===== config.mk =====
export PLATFORM = sky130hd
export DESIGN_NAME = dram_port_arbiter
export DESIGN_NICKNAME = d
export VERILOG_FILES = /design/src/rtl/dram_port_arbiter_pkg.sv /design/src/rtl/dram_port_arbiter.sv
export SDC_FILE = /design/constraint.sdc
export NUM_CORES = 1
export LEC_CHECK = 0
export CAP_MARGIN = 25
export CORE_MARGIN = 5
export CORE_UTILIZATION = 34
export DETAILED_ROUTE_END_ITERATION = 12
export PLACE_DENSITY_LB_ADDON = 0.25
export SLEW_MARGIN = 0
export SYNTH_ARGS = -nofsm -noshare
export SYNTH_HDL_FRONTEND = slang
export SYNTH_SLANG_ARGS = --single-unit

===== constraint.sdc =====
create_clock -name clk -period 2.2 [get_ports clk]
set_clock_uncertainty 0.2 [all_clocks]
set_input_delay 0.44 -clock clk [delete_from_list [all_inputs] [get_ports clk]]
set_output_delay 0.44 -clock clk [all_outputs]
set_load 0.005 [all_outputs]

===== src/rtl/dram_port_arbiter_pkg.sv =====
// Shared definitions for the two-port DRAM user-port arbiter.
// Holds the FSM state encoding, the requester index constants and small helpers.
// Nothing here carries state; it is imported by the arbiter.
package dram_port_arbiter_pkg;

    // Transaction sequencing states
    typedef enum logic [1:0] {
        ARB_IDLE  = 2'd0,
        ARB_CMD   = 2'd1,
        ARB_RWAIT = 2'd2,
        ARB_ACK   = 2'd3
    } arb_state_t;

    // Requester indices as they appear in grant/last-grant registers
    localparam logic PORT_CPU = 1'b0;
    localparam logic PORT_DMA = 1'b1;

    // Pick the winner among the active requests; on a tie the port that did
    // not win last time gets the slot.
    function automatic logic pick_port(input logic req0, input logic req1,
                                       input logic last_grant);
        logic win;
        if (req0 && req1) begin
            win = ~last_grant;
        end else if (req1) begin
            win = PORT_DMA;
        end else begin
            win = PORT_CPU;
        end
        return win;
    endfunction

    // Saturating 32-bit increment for the statistics counters
    function automatic logic [31:0] sat_inc(input logic [31:0] v);
        return (v == 32'hFFFF_FFFF) ? v : v + 32'd1;
    endfunction

endpackage


===== src/rtl/dram_port_arbiter.sv =====
// Purpose : shares one DRAM controller command port between CPU (port 0) and DMA (port 1), round-robin on ties.
// Latency : grant 1 cycle after req, command held until accepted, ack 1 cycle after accept (write) or rvalid (read).
// Backpressure: mem_cmd_valid and the muxed command stay stable until mem_cmd_ready; losers wait one transaction.
// Optional: define DRAM_ARB_STATS_EN to add saturating grant/wait statistics outputs.
module dram_port_arbiter
    import dram_port_arbiter_pkg::*;
#(
    parameter int ADDR_WIDTH = 24,
    parameter int DATA_WIDTH = 32
) (
    input  logic                    clk,
    input  logic                    rst_n,
`ifdef DRAM_ARB_STATS_EN
    output logic [31:0]             stat_grants0,
    output logic [31:0]             stat_grants1,
    output logic [31:0]             stat_waits,
`endif
    input  logic                    p0_req,
    input  logic                    p0_we,
    input  logic [ADDR_WIDTH-1:0]   p0_addr,
    input  logic [DATA_WIDTH-1:0]   p0_wdata,
    input  logic [DATA_WIDTH/8-1:0] p0_wmask,
    output logic [DATA_WIDTH-1:0]   p0_rdata,
    output logic                    p0_ack,
    input  logic                    p1_req,
    input  logic                    p1_we,
    input  logic [ADDR_WIDTH-1:0]   p1_addr,
    input  logic [DATA_WIDTH-1:0]   p1_wdata,
    input  logic [DATA_WIDTH/8-1:0] p1_wmask,
    output logic [DATA_WIDTH-1:0]   p1_rdata,
    output logic                    p1_ack,
    output logic                    mem_cmd_valid,
    input  logic                    mem_cmd_ready,
    output logic                    mem_we,
    output logic [ADDR_WIDTH-1:0]   mem_addr,
    output logic [DATA_WIDTH-1:0]   mem_wdata,
    output logic [DATA_WIDTH/8-1:0] mem_wmask,
    input  logic                    mem_rvalid,
    input  logic [DATA_WIDTH-1:0]   mem_rdata
);

    localparam int MASK_WIDTH = DATA_WIDTH / 8;

    arb_state_t              state_q;
    logic                    grant_q;
    logic                    last_grant_q;
    logic                    cmd_valid_q;
    logic                    we_q;
    logic [ADDR_WIDTH-1:0]   addr_q;
    logic [DATA_WIDTH-1:0]   wdata_q;
    logic [MASK_WIDTH-1:0]   wmask_q;
    logic                    ack0_q;
    logic                    ack1_q;
    logic [DATA_WIDTH-1:0]   rdata0_q;
    logic [DATA_WIDTH-1:0]   rdata1_q;

    logic                    grant_d;
    logic                    we_d;
    logic [ADDR_WIDTH-1:0]   addr_d;
    logic [DATA_WIDTH-1:0]   wdata_d;
    logic [MASK_WIDTH-1:0]   wmask_d;

    // Candidate winner and its command fields, only consumed in IDLE
    always_comb begin
        grant_d = pick_port(p0_req, p1_req, last_grant_q);
        we_d    = (grant_d == PORT_DMA) ? p1_we    : p0_we;
        addr_d  = (grant_d == PORT_DMA) ? p1_addr  : p0_addr;
        wdata_d = (grant_d == PORT_DMA) ? p1_wdata : p0_wdata;
        wmask_d = (grant_d == PORT_DMA) ? p1_wmask : p0_wmask;
    end

    // Transaction FSM with registered command, ack and read-data outputs
    always_ff @(posedge clk or negedge rst_n) begin
        if (!rst_n) begin
            state_q      <= ARB_IDLE;
            grant_q      <= PORT_CPU;
            last_grant_q <= PORT_DMA;
            cmd_valid_q  <= 1'b0;
            we_q         <= 1'b0;
            addr_q       <= '0;
            wdata_q      <= '0;
            wmask_q      <= '0;
            ack0_q       <= 1'b0;
            ack1_q       <= 1'b0;
            rdata0_q     <= '0;
            rdata1_q     <= '0;
        end else begin
            ack0_q <= 1'b0;
            ack1_q <= 1'b0;
            case (state_q)
                ARB_IDLE: begin
                    if (p0_req || p1_req) begin
                        grant_q     <= grant_d;
                        we_q        <= we_d;
                        addr_q      <= addr_d;
                        wdata_q     <= wdata_d;
                        wmask_q     <= wmask_d;
                        cmd_valid_q <= 1'b1;
                        state_q     <= ARB_CMD;
                    end
                end
                ARB_CMD: begin
                    if (mem_cmd_ready) begin
                        cmd_valid_q  <= 1'b0;
                        last_grant_q <= grant_q;
                        if (we_q) begin
                            ack0_q  <= (grant_q == PORT_CPU);
                            ack1_q  <= (grant_q == PORT_DMA);
                            state_q <= ARB_ACK;
                        end else begin
                            state_q <= ARB_RWAIT;
                        end
                    end
                end
                ARB_RWAIT: begin
                    if (mem_rvalid) begin
                        if (grant_q == PORT_DMA) begin
                            rdata1_q <= mem_rdata;
                            ack1_q   <= 1'b1;
                        end else begin
                            rdata0_q <= mem_rdata;
                            ack0_q   <= 1'b1;
                        end
                        state_q <= ARB_ACK;
                    end
                end
                ARB_ACK: begin
                    state_q <= ARB_IDLE;
                end
                default: begin
                    state_q <= ARB_IDLE;
                end
            endcase
        end
    end

    assign mem_cmd_valid = cmd_valid_q;
    assign mem_we        = we_q;
    assign mem_addr      = addr_q;
    assign mem_wdata     = wdata_q;
    assign mem_wmask     = wmask_q;
    assign p0_ack        = ack0_q;
    assign p1_ack        = ack1_q;
    assign p0_rdata      = rdata0_q;
    assign p1_rdata      = rdata1_q;

`ifdef DRAM_ARB_STATS_EN
    logic [31:0] grants0_q;
    logic [31:0] grants1_q;
    logic [31:0] waits_q;
    logic        accept;
    logic        waiting;

    // A request is waiting whenever a transaction owned by the other port is in progress
    assign accept  = (state_q == ARB_CMD) && mem_cmd_ready;
    assign waiting = (state_q != ARB_IDLE) && ((grant_q == PORT_DMA) ? p0_req : p1_req);

    // Saturating grant and wait counters
    always_ff @(posedge clk or negedge rst_n) begin
        if (!rst_n) begin
            grants0_q <= '0;
            grants1_q <= '0;
            waits_q   <= '0;
        end else begin
            if (accept && (grant_q == PORT_CPU)) begin
                grants0_q <= sat_inc(grants0_q);
            end
            if (accept && (grant_q == PORT_DMA)) begin
                grants1_q <= sat_inc(grants1_q);
            end
            if (waiting) begin
                waits_q <= sat_inc(waits_q);
            end
        end
    end

    assign stat_grants0 = grants0_q;
    assign stat_grants1 = grants1_q;
    assign stat_waits   = waits_q;
`endif

endmodule

==> results.json, run 1 <==
{
  "status": "finished, final reports clean",
  "hold_buffers": 1,
  "period_share_pct": 92.9,
  "worst_pin_slew_ns": 0.331,
  "power_frac_comb_pct": 44.2,
  "rsz0062_at_grt": "no",
  "dieArea_um2": 18800,
  "diodes": 0,
  "final_common_cell": "clkdlybuf4s50_1",
  "syn_nets": 668,
  "grt_pass1_vias": 5321,
  "register_area_um2": 3300,
  "setup_tns_ns": 0,
  "core.rowCount": 46,
  "initial_core_util_pct": 34.6,
  "synth.avg_cell_area_um2": 10.9,
  "final_cell_mix": "clkdlybuf4s50_1 (286), dfrtp_1 (131), a21oi_1 (122), mux2_2 (66)",
  "power_mw": 12.8,
  "antenna_found_initial": 1,
  "syn_inst": 503,
  "worstSetupEndpointType": "output pin",
  "grt_start_max_net_pins": 63,
  "multi_input_area_um2": 2060,
  "drc": 0,
  "postCtsSetupBuffers": 0,
  "drt_iter0_drc": 149,
  "wl_per_cell_um": 17.3,
  "cts.sinks": 132,
  "r2r-start": "state_q[0]",
  "coreArea_um2": 15900,
  "max_stage_delay_ns": 0.56,
  "die_width_um": 137,
  "hold_viol_final": 0,
  "p_clk_share_pct": 21.8,
  "area_growth_pct": 70.4,
  "wl_um": 17800,
  "swShare_pct": 30.4,
  "clk_pin_slew_ns": 0.06,
  "nNetsFinal": 962,
  "reg2reg_depth": 6,
  "synth_seq_cells": 132,
  "p_sw_mw": 3.90,
  "rrSetupSlack_ns": 0.28,
  "slew_headroom_pct": 77.9,
  "drtPass1Iterations": 4,
  "setup_violations": 0,
  "clockBufferDepth": 2,
  "cp_max_fo": 5,
  "p_int_mw": 8.94,
  "cp_slowest_cell": "clkdlybuf4s50_1",
  "cellPowerDensity_nw_per_um2": 1370,
  "dp_hpwl_um": 13400,
  "tritoncts": "built",
  "rr_endpoint": "state_q[1]",
  "syn_area_um2": 5500,
  "overflow": 0,
  "io_pins": 288,
  "die_h_um": 137,
  "worstSetupPathType": "flip-flop to output pin",
  "vias": 4970,
  "cts_resized": 0,
  "p_leak_nw": 3.95,
  "yosysWarnings": 0,
  "ir_drop_mv": 0.641,
  "fmaxAchievable_mhz": 489,
  "cp_top_family": "buffers and inverters",
  "cts_buffers": 17,
  "path_buf_inv": 1,
  "maxSlewViolCount": 0,
  "hold_class": "input pin to async pin",
  "drv_cap": 0,
  "yosysSeqAreaShare_pct": 60.1,
  "worstPathArrival_ns": 1.40,
  "cp-endpoint": "mem_we",
  "yosysUniqueCellTypes": 27,
  "track_usage_pct": 19.1,
  "vias_per_cell": 4.84,
  "place_congestion": 0.848,
  "setup.worst_path.start": "mem_we",
  "ctsHtreeMaxLevel": 4,
  "fin_crit_ns": 2.04,
  "crit_cells": 1,
  "path_cells": "clkdlybuf4s50_1",
  "clk_latency_ns": 0.40,
  "cp.required_ns": 1.56,
  "antenna_left": 0,
  "start_kind": "flip-flop",
  "sequentialPowerShare_pct": 34.0,
  "grt_pass1_wl_um": 27800,
  "cts-root-buf": "clkbuf_16",
  "drive_above_1_share_pct": 15.6,
  "io_buffers": 287,
  "fill_cells": 1307
}
per-layer routing:
metal / wire (um) / vias up / GRT usage (%) / part of all wire (%)
met5: 13 / - / 0 / 0.073
met4: 216 / 2 / 5.54 / 1.2
met3: 1920 / 17 / 7.89 / 11
met2: 8800 / 223 / 32.3 / 49
met1: 6830 / 2419 / 22.2 / 38
li1: - / 2309 / - / -
cells by family (layout without fill, tap and decap cells):
| family | count (synthesis) | in the layout | synth area share [%] |
|---|---|---|---|
| flip-flops | 132 | 132 | 60.1 |
| AO/OA/AOI/OAI | 132 | 132 | 12.7 |
| multiplexers | 67 | 67 | 13.7 |
| buffers and inverters | 34 | 341 | 2.84 |
| adder cells (fa/ha/maj) | 5 | 5 | 1.14 |
| AND/OR/NAND/NOR | 133 | 133 | 9.60 |
cell usage after synthesis:
cell type,instances,area share (%)
dfrtp_1,131,60
a21oi_1,122,11
mux2_2,66,14
nand2_1,62,4.2
nor2_1,62,4.2
buf_2,23,2.1
clkbuf_1,9,0.61
ha_1,5,1.1
inv_1,2,0.14
nor2b_1,2,0.23
nor3b_1,2,0.27
o31ai_1,2,0.27
a211oi_1,1,0.14
a21bo_2,1,0.18
a21boi_0,1,0.14
a21boi_2,1,0.20
a22o_2,1,0.18
a32oi_1,1,0.16
and3_1,1,0.11
dfstp_2,1,0.48
mux2i_1,1,0.18
nand3_1,1,0.091
nand3b_1,1,0.14
nand4_1,1,0.11
nor3_2,1,0.18
o21a_1,1,0.14
o21ai_2,1,0.16
per-stage QoR:
stage	hold slack [ns]	cell area, um^2	setup WS, ns	util, %	std cells
global route	0.284	9380	0.0788	59.0	1026
finish	0.276	9380	0.155	59.0	1026
CTS	0.260	9380	0.120	59.0	1026
global placement	0.128	8770	0.147	55.2	993
floorplan	-0.0556	5500	0.419	-	503
detailed placement	0.127	8770	0.0776	55.2	993
worst min path at each step:
stage / start / cells past startpoint / endpoint
global placement: rst_n / 1 / p1_rdata[30]
detailed placement: rst_n / 1 / p1_rdata[30]
CTS: rst_n / 2 / p0_rdata[30]
floorplan: rst_n / 0 / grant_q
finish: rst_n / 2 / p1_rdata[30]
global route: rst_n / 2 / p0_rdata[30]
final cells by class:
type	count	share of cell area, %
inverter	2	0.0801
multi-input combinational	337	22.0
tap	216	2.88
clock inverter	12	1.39
sequential	132	35.2
timing repair buffer	307	33.4
clock buffer	20	4.98
power groups by stage:
stage / registers [mW] / logic (mW) / clock network (mW)
after floorplan: 4.40 / 2.11 / 0
after global placement: 4.34 / 5.61 / 0
after detailed placement: 4.39 / 5.76 / 0
after CTS: 4.38 / 5.78 / 2.88
after global routing: 4.53 / 6.21 / 2.98
final: 4.37 / 5.68 / 2.80
state kept, by name, indices dropped and copies added (netlist names):
register,flops
state_q,2
mem_cmd_valid,1
mem_addr,24
p0_rdata,32
p1_ack,1
mem_we,1
mem_wdata,32
last_grant_q,1
mem_wmask,4
p1_rdata,32
grant_q,1
p0_ack,1
(Power assumes the default switching activity.)
==> run 2: changes to the inputs <==
- MAX_ROUTING_LAYER: default -> met4
==> results.json, run 2 (same netlist as run 1, synthesis figures left out) <==
{
  "cts-root-buf": "clkbuf_16",
  "drt_iter0_drc": 179,
  "antenna_found_initial": 1,
  "placed_area_um2": 8770,
  "period_share_pct": 93.4,
  "initial_core_util_pct": 34.6,
  "hold_class": "input pin to async pin",
  "io_pins": 288,
  "drv_cap": 0,
  "start_kind": "flip-flop",
  "max_stage_delay_ns": 0.57,
  "clk_pin_slew_ns": 0.06,
  "ir_drop_mv": 0.641,
  "cts_buffers": 17,
  "coreArea_um2": 15900,
  "vias": 5004,
  "die_width_um": 137,
  "cp_slowest_cell": "clkdlybuf4s50_1",
  "drc": 0,
  "cts.sinks": 132,
  "cp_max_fo": 5,
  "final_common_cell": "clkdlybuf4s50_1",
  "postCtsSetupBuffers": 0,
  "path_cells": "clkdlybuf4s50_1",
  "setup_violations": 0,
  "worstSetupEndpointType": "output pin",
  "vias_per_cell": 4.87,
  "grt_pass1_vias": 5344,
  "fin_crit_ns": 2.05,
  "setup_tns_ns": 0,
  "clk_latency_ns": 0.40,
  "dieArea_um2": 18800,
  "ctsHtreeMaxLevel": 4,
  "clockBufferDepth": 2,
  "worst_pin_slew_ns": 0.330,
  "hold_viol_final": 0,
  "tritoncts": "built",
  "fmaxAchievable_mhz": 487,
  "die_h_um": 137,
  "slew_headroom_pct": 78.0,
  "dp_hpwl_um": 13400,
  "core.rowCount": 46,
  "track_usage_pct": 19.6,
  "p_leak_nw": 3.95,
  "path_buf_inv": 1,
  "drive_above_1_share_pct": 15.6,
  "wl_um": 17800,
  "place_congestion": 0.865,
  "overflow": 0,
  "nNetsFinal": 962,
  "io_buffers": 287,
  "worstSetupPathType": "flip-flop to output pin",
  "status": "finished, final reports clean",
  "maxSlewViolCount": 0,
  "antenna_left": 0,
  "rsz0062_at_grt": "no",
  "cp_top_family": "buffers and inverters",
  "final_cell_mix": "clkdlybuf4s50_1 (286), dfrtp_1 (131), a21oi_1 (122), mux2_2 (66)",
  "drtPass1Iterations": 5,
  "worstPathArrival_ns": 1.41,
  "area_growth_pct": 70.5,
  "whs_ns": 0.275,
  "cp.required_ns": 1.56,
  "cellPowerDensity_nw_per_um2": 1370,
  "postLayoutCellArea_um2": 9380,
  "grt_pass1_wl_um": 27700,
  "wl_per_cell_um": 17.3,
  "grt_start_max_net_pins": 63
}
[run 2: layout make-up]
| type | instances | area [um^2] |
|---|---|---|
| clock buffer | 20 | 467 |
| clock inverter | 12 | 130 |
| timing repair buffer | 307 | 3140 |
| inverter | 2 | 7.51 |
| antenna | 1 | 2.50 |
| tap | 216 | 270 |
| multi-input combinational | 337 | 2060 |
| fill | 1308 | 6510 |
| sequential | 132 | 3300 |
[run 2: what timing repair did]
item / in CTS / in global routing
hold buffers: 1 / 0
resized for setup: 0 / 0
endpoints found under the hold margin: 49 / 0
[run 2: worst register-to-register path, cell delays in order (launching register included)]
cell and delay, ns:
dfrtp_1 0.38, inv_1 0.11, ha_1 0.23, nor3b_1 0.14
buf_4 0.14, nor3_2 0.25, mux2_2 0.36
[run 2: per-stage QoR]
stage / instances / util, % / worst slack, ns / total power, mW
after global routing: 1027 / 59.0 / 0.0778 / 13.7
after CTS: 1026 / 59.0 / 0.120 / 13.0
final: 1027 / 59.0 / 0.146 / 12.8
after floorplan: 503 / - / 0.419 / 6.52
after global placement: 993 / 55.2 / 0.147 / 9.95
after detailed placement: 993 / 55.2 / 0.0776 / 10.1
[run 2: where the power goes]
part	total, mW	switching, mW	leakage (nW)	internal [mW]
sequential	4.37	0.692	1.53	3.67
combinational	5.67	2.16	2.14	3.52
clock	2.80	1.04	0.280	1.75
total	12.8	3.89	3.95	8.94
[run 2: routing by layer]
metal | vias up | global-route usage, % | part of all wire, %
li1 | 2312 | - | -
met1 | 2425 | 22.7 | 39
met2 | 248 | 32.2 | 50
met3 | 19 | 7.01 | 10
met4 | 0 | 5.71 | 1.4
met5 | - | - | 0
[run 2: path summary, 6_finish.rpt]
kind                                    from  slack [ns]  cells past startpoint      endpoint
worst max register to register    state_q[0]        0.28                      6    state_q[1]
worst min-delay path                   rst_n        0.28                      2  p0_rdata[30]
worst max-delay path                  mem_we        0.15                      1        mem_we
max in group asynchronous              rst_n        0.91                      3  last_grant_q
min in group clk                p1_rdata[26]        0.30                      1  p1_rdata[26]
worst min register to register  p1_rdata[26]        0.30                      1  p1_rdata[26]
